File: src/rtl/glay_control_chain_sync.sv
// ap_ctrl_chain control synchronizer: registers host start/continue/setup levels,
// sequences them through a Moore FSM and counts busy cycles per engine run.
module glay_control_chain_sync #(
    parameter int CYCLE_COUNTER_WIDTH = 32
) (
    input  logic                           ap_clk,
    input  logic                           ap_rst_n,
    input  logic [2:0]                     control_in,
    output logic [3:0]                     control_out,
    input  logic                           setup_done_in,
    input  logic                           engine_done_in,
    output logic [2:0]                     fsm_state_out,
    output logic [CYCLE_COUNTER_WIDTH-1:0] busy_cycles_out
);

    typedef struct packed {
        logic glay_start;
        logic glay_continue;
        logic glay_setup;
    } ctrl_in_t;

    typedef struct packed {
        logic glay_ready;
        logic glay_done;
        logic glay_idle;
        logic glay_enable;
    } ctrl_out_t;

    typedef enum logic [2:0] {
        S_RESET = 3'd0,
        S_IDLE  = 3'd1,
        S_SETUP = 3'd2,
        S_READY = 3'd3,
        S_START = 3'd4,
        S_BUSY  = 3'd5,
        S_DONE  = 3'd6
    } state_t;

    localparam logic [CYCLE_COUNTER_WIDTH-1:0] CNT_MAX = '1;

    state_t                         state, state_nxt;
    ctrl_in_t                       control_in_reg;
    ctrl_out_t                      ctrl_q;
    logic [CYCLE_COUNTER_WIDTH-1:0] busy_cnt;

    // Outputs are decoded from the next state and registered, so they line up
    // with the state register without any input-to-output combinational path.
    function automatic ctrl_out_t decode(input state_t s);
        ctrl_out_t o;
        o             = '0;
        o.glay_idle   = (s == S_IDLE) || (s == S_SETUP) || (s == S_READY);
        o.glay_ready  = (s == S_START);
        o.glay_enable = (s == S_START) || (s == S_BUSY);
        o.glay_done   = (s == S_DONE);
        return o;
    endfunction

    always_comb begin
        state_nxt = state;
        case (state)
            S_RESET: state_nxt = S_IDLE;
            S_IDLE:  if (control_in_reg.glay_setup)    state_nxt = S_SETUP;
            S_SETUP: if (setup_done_in)                state_nxt = S_READY;
            S_READY: if (control_in_reg.glay_start)    state_nxt = S_START;
            S_START: state_nxt = S_BUSY;
            S_BUSY:  if (engine_done_in)               state_nxt = S_DONE;
            S_DONE:  if (control_in_reg.glay_continue) state_nxt = S_READY;
            default: state_nxt = S_RESET;
        endcase
    end

    always_ff @(posedge ap_clk) begin
        if (!ap_rst_n) begin
            state          <= S_RESET;
            control_in_reg <= '0;
            ctrl_q         <= '0;
            busy_cnt       <= '0;
        end else begin
            control_in_reg <= control_in;
            state          <= state_nxt;
            ctrl_q         <= decode(state_nxt);
            // Counter reads 0 while in START, then counts each completed BUSY cycle.
            if (state_nxt == S_START)
                busy_cnt <= '0;
            else if (state == S_BUSY && busy_cnt != CNT_MAX)
                busy_cnt <= busy_cnt + 1'b1;
        end
    end

    assign control_out     = ctrl_q;
    assign fsm_state_out   = state;
    assign busy_cycles_out = busy_cnt;

endmodule
File: config.mk
export PLATFORM = sky130hd
export DESIGN_NAME = glay_control_chain_sync
export DESIGN_NICKNAME = d
export VERILOG_FILES = /design/src/rtl/glay_control_chain_sync.sv
export SDC_FILE = /design/constraint.sdc
export NUM_CORES = 1
export LEC_CHECK = 0
export CAP_MARGIN = 20
export CELL_PAD_IN_SITES_DETAIL_PLACEMENT = 0
export CELL_PAD_IN_SITES_GLOBAL_PLACEMENT = 1
export CORE_MARGIN = 5
export CORE_UTILIZATION = 40
export DETAILED_ROUTE_END_ITERATION = 10
export PLACE_DENSITY_LB_ADDON = 0.1
export SYNTH_ARGS = -nofsm -noshare
export SYNTH_HDL_FRONTEND = slang
export SYNTH_SLANG_ARGS = --single-unit
File: constraint.sdc
create_clock -name ap_clk -period 4.35 [get_ports ap_clk]
set_input_delay 0.6525 -clock ap_clk [delete_from_list [all_inputs] [get_ports ap_clk]]
set_output_delay 0.6525 -clock ap_clk [all_outputs]
set_load 0.005 [all_outputs]
# Word-level counts from Yosys, hierarchy flattened
# Index checks and enable logic that the tools add are counted.
# word_totals
reg_bits,42
input_bits,7
output_inout_bits,39
elab_cells,36
# op_classes
add_sub_neg,1
eq_ne,13
n_mux,6
bitwise_logic,1
n_reduce_logical,6
# op_table
op,n
"32-bit by 1-bit adder with 32-bit output, second input constant",1
"32-bit != test, second input constant",1
3-bit case mux with 7 select lines,1
"3-bit equality test, second input constant",6
3-bit 2-to-1 mux,5
"3-bit by 2-bit equality test with 1-bit output, second input constant",4
"3-bit by 1-bit equality test with 1-bit output, second input constant",2
3-bit logical NOT,1
1-bit logical OR,3
2-bit OR reduction,1
1-bit logical AND,1
1-bit inverter,1

# Logic depth before layout (Yosys ltp)
# Gate-level depths: netlist of run 1.
# logic_depth
word_depth,5
ltp_mapped,7
depth_no_buf,6

# Worst setup path before layout of run 1
# Ideal clock, no wire load.
# synth_timing
path_type,reg2reg
start,"register busy_cnt[0], in the netlist busy_cycles_out[0]"
end,"register busy_cnt[31], in the netlist busy_cycles_out[31]"
setup_ps,70
arrival_time_ps,1750
t_required_ps,4280
setup_slack_ps,2531
stages_incl_launch_ff,7
path_buffers,0
period_less_slack_ps,1819
cell_sequence,dfxtp_1 > ha_1 > nand3_1 > nor4_1 > a2111o_1 > or3_1 > a21oi_1
# synth_between
elab_chain_len,2
elab_cells_between_ends,3
classes_between,add/sub (1); eq/ne (1); reduce/logical (1)
# synth_lines
item,line_no,rtl
"start, declared",44,logic [CYCLE_COUNTER_WIDTH-1:0] busy_cnt;
"start signal, assigned",86,busy_cnt <= busy_cnt + 1'b1;
branches (longest 2 deep; another with 32-bit by 1-bit adder with 32-bit output),-,
# Several ways; the timed one is not identified.
# A chain may end at the register's enable or synchronous reset.

# Worst setup path after layout of run 1
# layout_timing
start,"register busy_cnt[0], in the netlist busy_cycles_out[0]"
end,"register busy_cnt[20], in the netlist busy_cycles_out[20]"
# The elaborated chain is that of the path after synthesis.

==> metrics.yaml, run 1 <==
status: "finished, final reports clean"
timing.final.crit_share: 0.488
drive_gt1_frac: 0.0969
wire_per_inst_microns: 13.7
max-vdd-ir-drop_mv: 0.152
holdBufCountCts: 0
powerDensity_nw_per_um2: 270
start_util: 0.415
io-pin-count: 46
grt_pass1_vias: 1865
synth_seq_area_share: 0.395
clkTransAtPathRegs_ps: 80
final_common_cell: "clkdlybuf4s50_1"
synth-edff-count: 0
setup_slack_ps: 2230
rsz0062_at_grt: "false"
finalWirelength_microns: 4920
routabilityCongestion: 0.753
crit_fanout: 7
clock-skew-final_ps: 3.25
overflow: 0
clockBufferDepth: 2
worstMarginPinSlew_ps: 546
viasPerCell: 5.31
die_w_microns: 83.0
syn_area_sq_um: 2130
synth_cells: 244
cts_max_level: 2
hold_viol: 0
areaGrowthSynthToFinish_pct: 27.1
post-dp-hpwl_microns: 3670
setup_viol: 0
synth_nets: 252
cts_root_buf: "clkbuf_8"
post_cts_resized: 0
fmax_ghz: 0.471
rr_worst_depth: 6
min_period_ps: 2120
grt_max_degree: 19
cts_buffers: 5
criticalPathCategory: "flip-flop to flip-flop"
core_area_sq_um: 5140
ant_nets: 0
clk_latency_ps: 290
syn_avg_cell_area_sq_um: 8.73
cp-end-kind: "flip-flop"
die_h_microns: 83.0
synth.distinct_cells: 57
drv_slew: 0
dieArea_sq_um: 6890
slew_headroom: 0.626
via_count: 1908
largest_register_ffs: 32
grt_use_total: 0.148
drtIter0Drc: 75
layoutNonFillerInstCount: 359
synth_top_area_cell: "dfxtp_1"
finalSetupTns_ps: 0
port_buffers: 45
layout.nets: 296
synthArstFlopShare: 0
first_pass_iters: 4
yosys.area.top_type_share: 0.395
antenna_found_initial: 0
drc: 0
synthTopCellsByArea: "dfxtp_1 (39%), a21oi_1 (5.4%), nand2_1 (3.9%)"
synthFlopType: "dfxtp_1"
ys_warn_count: 0
total_leakage_power_nw: 0.917
cts_sinks: 42
place_ws_ps: 2020
total_power_w: 0.000730
hold_depth: 2
cts_setup_buffers: 0
std_cell_rows: 26
layout_common_cells: "clkdlybuf4s50_1 (45), dfxtp_1 (42), a21oi_1 (23), nand2_1 (22), nor2_1 (18)"
place_inst: 351
cp_data_arrival_time_ps: 2310
cp.required_ps: 4540
hp-class: "flip-flop to flip-flop"
grt_pass1_wl_microns: 8600
diodes: 0
synth_seq_cells: 42
tritoncts: "done"
start_kind: "flip-flop"
drv_cap: 0
whs_ps: 509
==> path summary, 6_finish.rpt <==
kind,endpoint,from,slack [ps]
setup / recovery,busy_cycles_out[20],busy_cycles_out[0],2230
hold / removal,busy_cycles_out[31],busy_cycles_out[31],510
setup reg to reg,busy_cycles_out[20],busy_cycles_out[0],2230
hold reg to reg,busy_cycles_out[31],busy_cycles_out[31],510
==> per-stage QoR <==
step | util | area (sq um)
final | 0.527 | 2710
after global routing | 0.527 | 2710
after CTS | 0.527 | 2710
after detailed placement | 0.506 | 2600
after global placement | 0.506 | 2600
after floorplan | - | 2130
==> critical path: stages, from the launching register on <==
cell      delay, ps
dfxtp_1         410
ha_1            300
and3_1          220
nand4_2         190
a211oi_1        520
a31oi_1         160
a41o_1          210
==> power by group <==
| part | internal [W] | switching, W |
|---|---|---|
| sequential | 0.000389 | 0.00000597 |
| combinational | 0.0000194 | 0.0000169 |
| clock | 0.000169 | 0.000130 |
==> cell type report <==
cell class              count  area, sq um
clock inverters             3         40.0
flip-flops and latches     42          841
repair buffers             46          458
fillers                   534         2430
multi-input cells         185         1180
well taps                  70         87.6
clock buffers               5         68.8
inverters                   8         30.0
==> logic make-up after synthesis <==
kind of cell,count (synthesis),synth area share
simple gates,110,0.308
xor+xnor,9,0.0370
compound gates,62,0.190
fa+ha+maj,1,0.00587
mux,3,0.0141
flops,42,0.395
buf+inv,17,0.0505
==> synthesized netlist by cell type (2+ instances only) <==
cell type / number
and2_1: 6
xnor2_1: 8
nor2_1: 18
and3_1: 2
nand3_1: 14
and4_4: 2
o21ai_0: 12
nand2b_1: 2
buf_2: 2
buf_6: 2
a31o_2: 2
dfxtp_1: 42
a41o_1: 2
nand4_2: 3
a211oi_1: 3
inv_1: 8
or4_1: 2
or3_1: 11
mux2i_1: 3
a31oi_1: 4
nand4_1: 6
nand2_1: 22
a21bo_2: 2
nand3b_1: 4
a311oi_1: 2
nor3_1: 2
a21o_1: 3
and4_1: 3
a2111oi_0: 2
a21oi_1: 23
==> metal layers <==
metal,vias up,global-route usage,share of wire
li1,997,-,-
met1,878,0.192,0.50
met2,27,0.239,0.46
met3,6,0.0356,0.031
met4,0,0.0490,0.013
met5,-,0,0
No activity file was read; power rests on OpenSTA's default activity.
==> inputs of run 2 (changes only) <==
CORE_UTILIZATION = 37   (was 40)
clock period = 2 ns   (was 4.35 ns; I/O delays follow)
==> run 2 against run 1 <==
Against the previous run:
- die area rose by 7.1%
- combinational power rose to 2.9 times the previous value
- core utilization fell by 0.058 points
- maximum frequency rose by 14%
- worst hold slack improved by 3.2 ps
- global-route usage rose by 0.79 points
- setup slack got worse by 2100 ps
- final cell count rose by 8.4%
- critical path type unchanged
==> metrics.yaml, run 2 (synthesis results as in run 1) <==
die_w_microns: 85.9
post-route-util: 0.526
wire_per_inst_microns: 14.0
cts_sinks: 42
dieArea_sq_um: 7380
clock-skew-final_ps: 5.77
core_area_sq_um: 5540
max-vdd-ir-drop_mv: 0.364
first_pass_iters: 4
drv_cap: 0
cp.required_ps: 2230
drv_slew: 0
std_cell_rows: 27
cp-end-kind: "flip-flop"
cts_root_buf: "clkbuf_8"
io-pin-count: 46
diodes: 0
hp-class: "flip-flop to flip-flop"
finalSetupTns_ps: 0
drc: 0
grt_max_degree: 14
layout_common_cells: "clkdlybuf4s50_1 (45), dfxtp_1 (40), buf_4 (29), a21oi_1 (23), nand2_1 (22)"
layout.nets: 324
die_h_microns: 85.9
finalWirelength_microns: 5460
routabilityCongestion: 0.797
grt_pass1_wl_microns: 9220
final_common_cell: "clkdlybuf4s50_1"
drive_gt1_frac: 0.189
clockBufferDepth: 2
slew_headroom: 0.666
placed_area_sq_um: 2810
drtIter0Drc: 132
place_ws_ps: 121
clk_latency_ps: 300
criticalPathCategory: "flip-flop to flip-flop"
rsz0062_at_grt: "false"
tritoncts: "done"
port_buffers: 45
crit_fanout: 8
total_leakage_power_nw: 1.06
hold_viol: 0
grt_pass1_vias: 1904
holdBufCountCts: 0
cts_max_level: 2
ant_nets: 0
antenna_found_initial: 0
min_period_ps: 1860
via_count: 2046
start_util: 0.385
post-dp-hpwl_microns: 4230
grt_use_total: 0.156
largest_register_ffs: 32
powerDensity_nw_per_um2: 527
fmax_ghz: 0.537
overflow: 0
worstMarginPinSlew_ps: 488
total_power_w: 0.00154
viasPerCell: 5.26
status: "finished, final reports clean"
setup_viol: 0
cts_buffers: 5
fin_area_sq_um: 2920
areaGrowthSynthToFinish_pct: 36.8
clkTransAtPathRegs_ps: 80
setup_slack_ps: 137
timing.final.crit_share: 0.932
start_kind: "flip-flop"
cp_data_arrival_time_ps: 2090
==> run 2: repair_timing <==
action	4_1_cts	5_1_grt
gates resized for setup	0	4
buffers inserted	0	0
setup endpoints to repair	0	1
==> run 2: worst max-delay path, cell delays in order, from the launching register on <==
cell	delay, ps
dfxtp_2	380
and4_2	300
nand4_1	110
a2111o_1	500
or3_1	370
a21oi_1	130
==> run 2: per-stage QoR <==
step / cells / hold WS [ps]
floorplan: 244 / 420
global placement: 381 / 499
detailed placement: 381 / 502
CTS: 389 / 518
global route: 389 / 558
finish: 389 / 512
==> run 2: final cells by class <==
type                    count  area, sq um
inverters                   8         30.0
multi-input cells         185         1190
clock inverters             2         12.5
fillers                   560         2630
clock buffers               6         82.6
repair buffers             74          668
flip-flops and latches     42          843
well taps                  72         90.1
==> run 2: path summary, 6_finish.rpt <==
| kind | startpoint | to | slack, ps | cells past startpoint |
|---|---|---|---|---|
| worst max-delay path | busy_cycles_out[10] | busy_cycles_out[31] | 140 | 5 |
| worst min-delay path | busy_cycles_out[31] | busy_cycles_out[31] | 510 | 2 |
| worst max register to register | busy_cycles_out[10] | busy_cycles_out[31] | 140 | 5 |
| worst min register to register | busy_cycles_out[31] | busy_cycles_out[31] | 510 | 2 |
==> run 2: per-layer routing <==
metal | vias to the layer above | global-route usage | routed length, microns
li1 | 1048 | - | -
met1 | 959 | 0.211 | 2660
met2 | 37 | 0.246 | 2550
met3 | 2 | 0.0423 | 222
met4 | 0 | 0.0360 | 29
met5 | - | 0 | 0
==> run 2: power by group <==
group	internal, W	total, W	switching, W
Clock	0.000278	0.000583	0.000305
Combinational	0.0000537	0.000104	0.0000505
Sequential	0.000846	0.000850	0.00000406
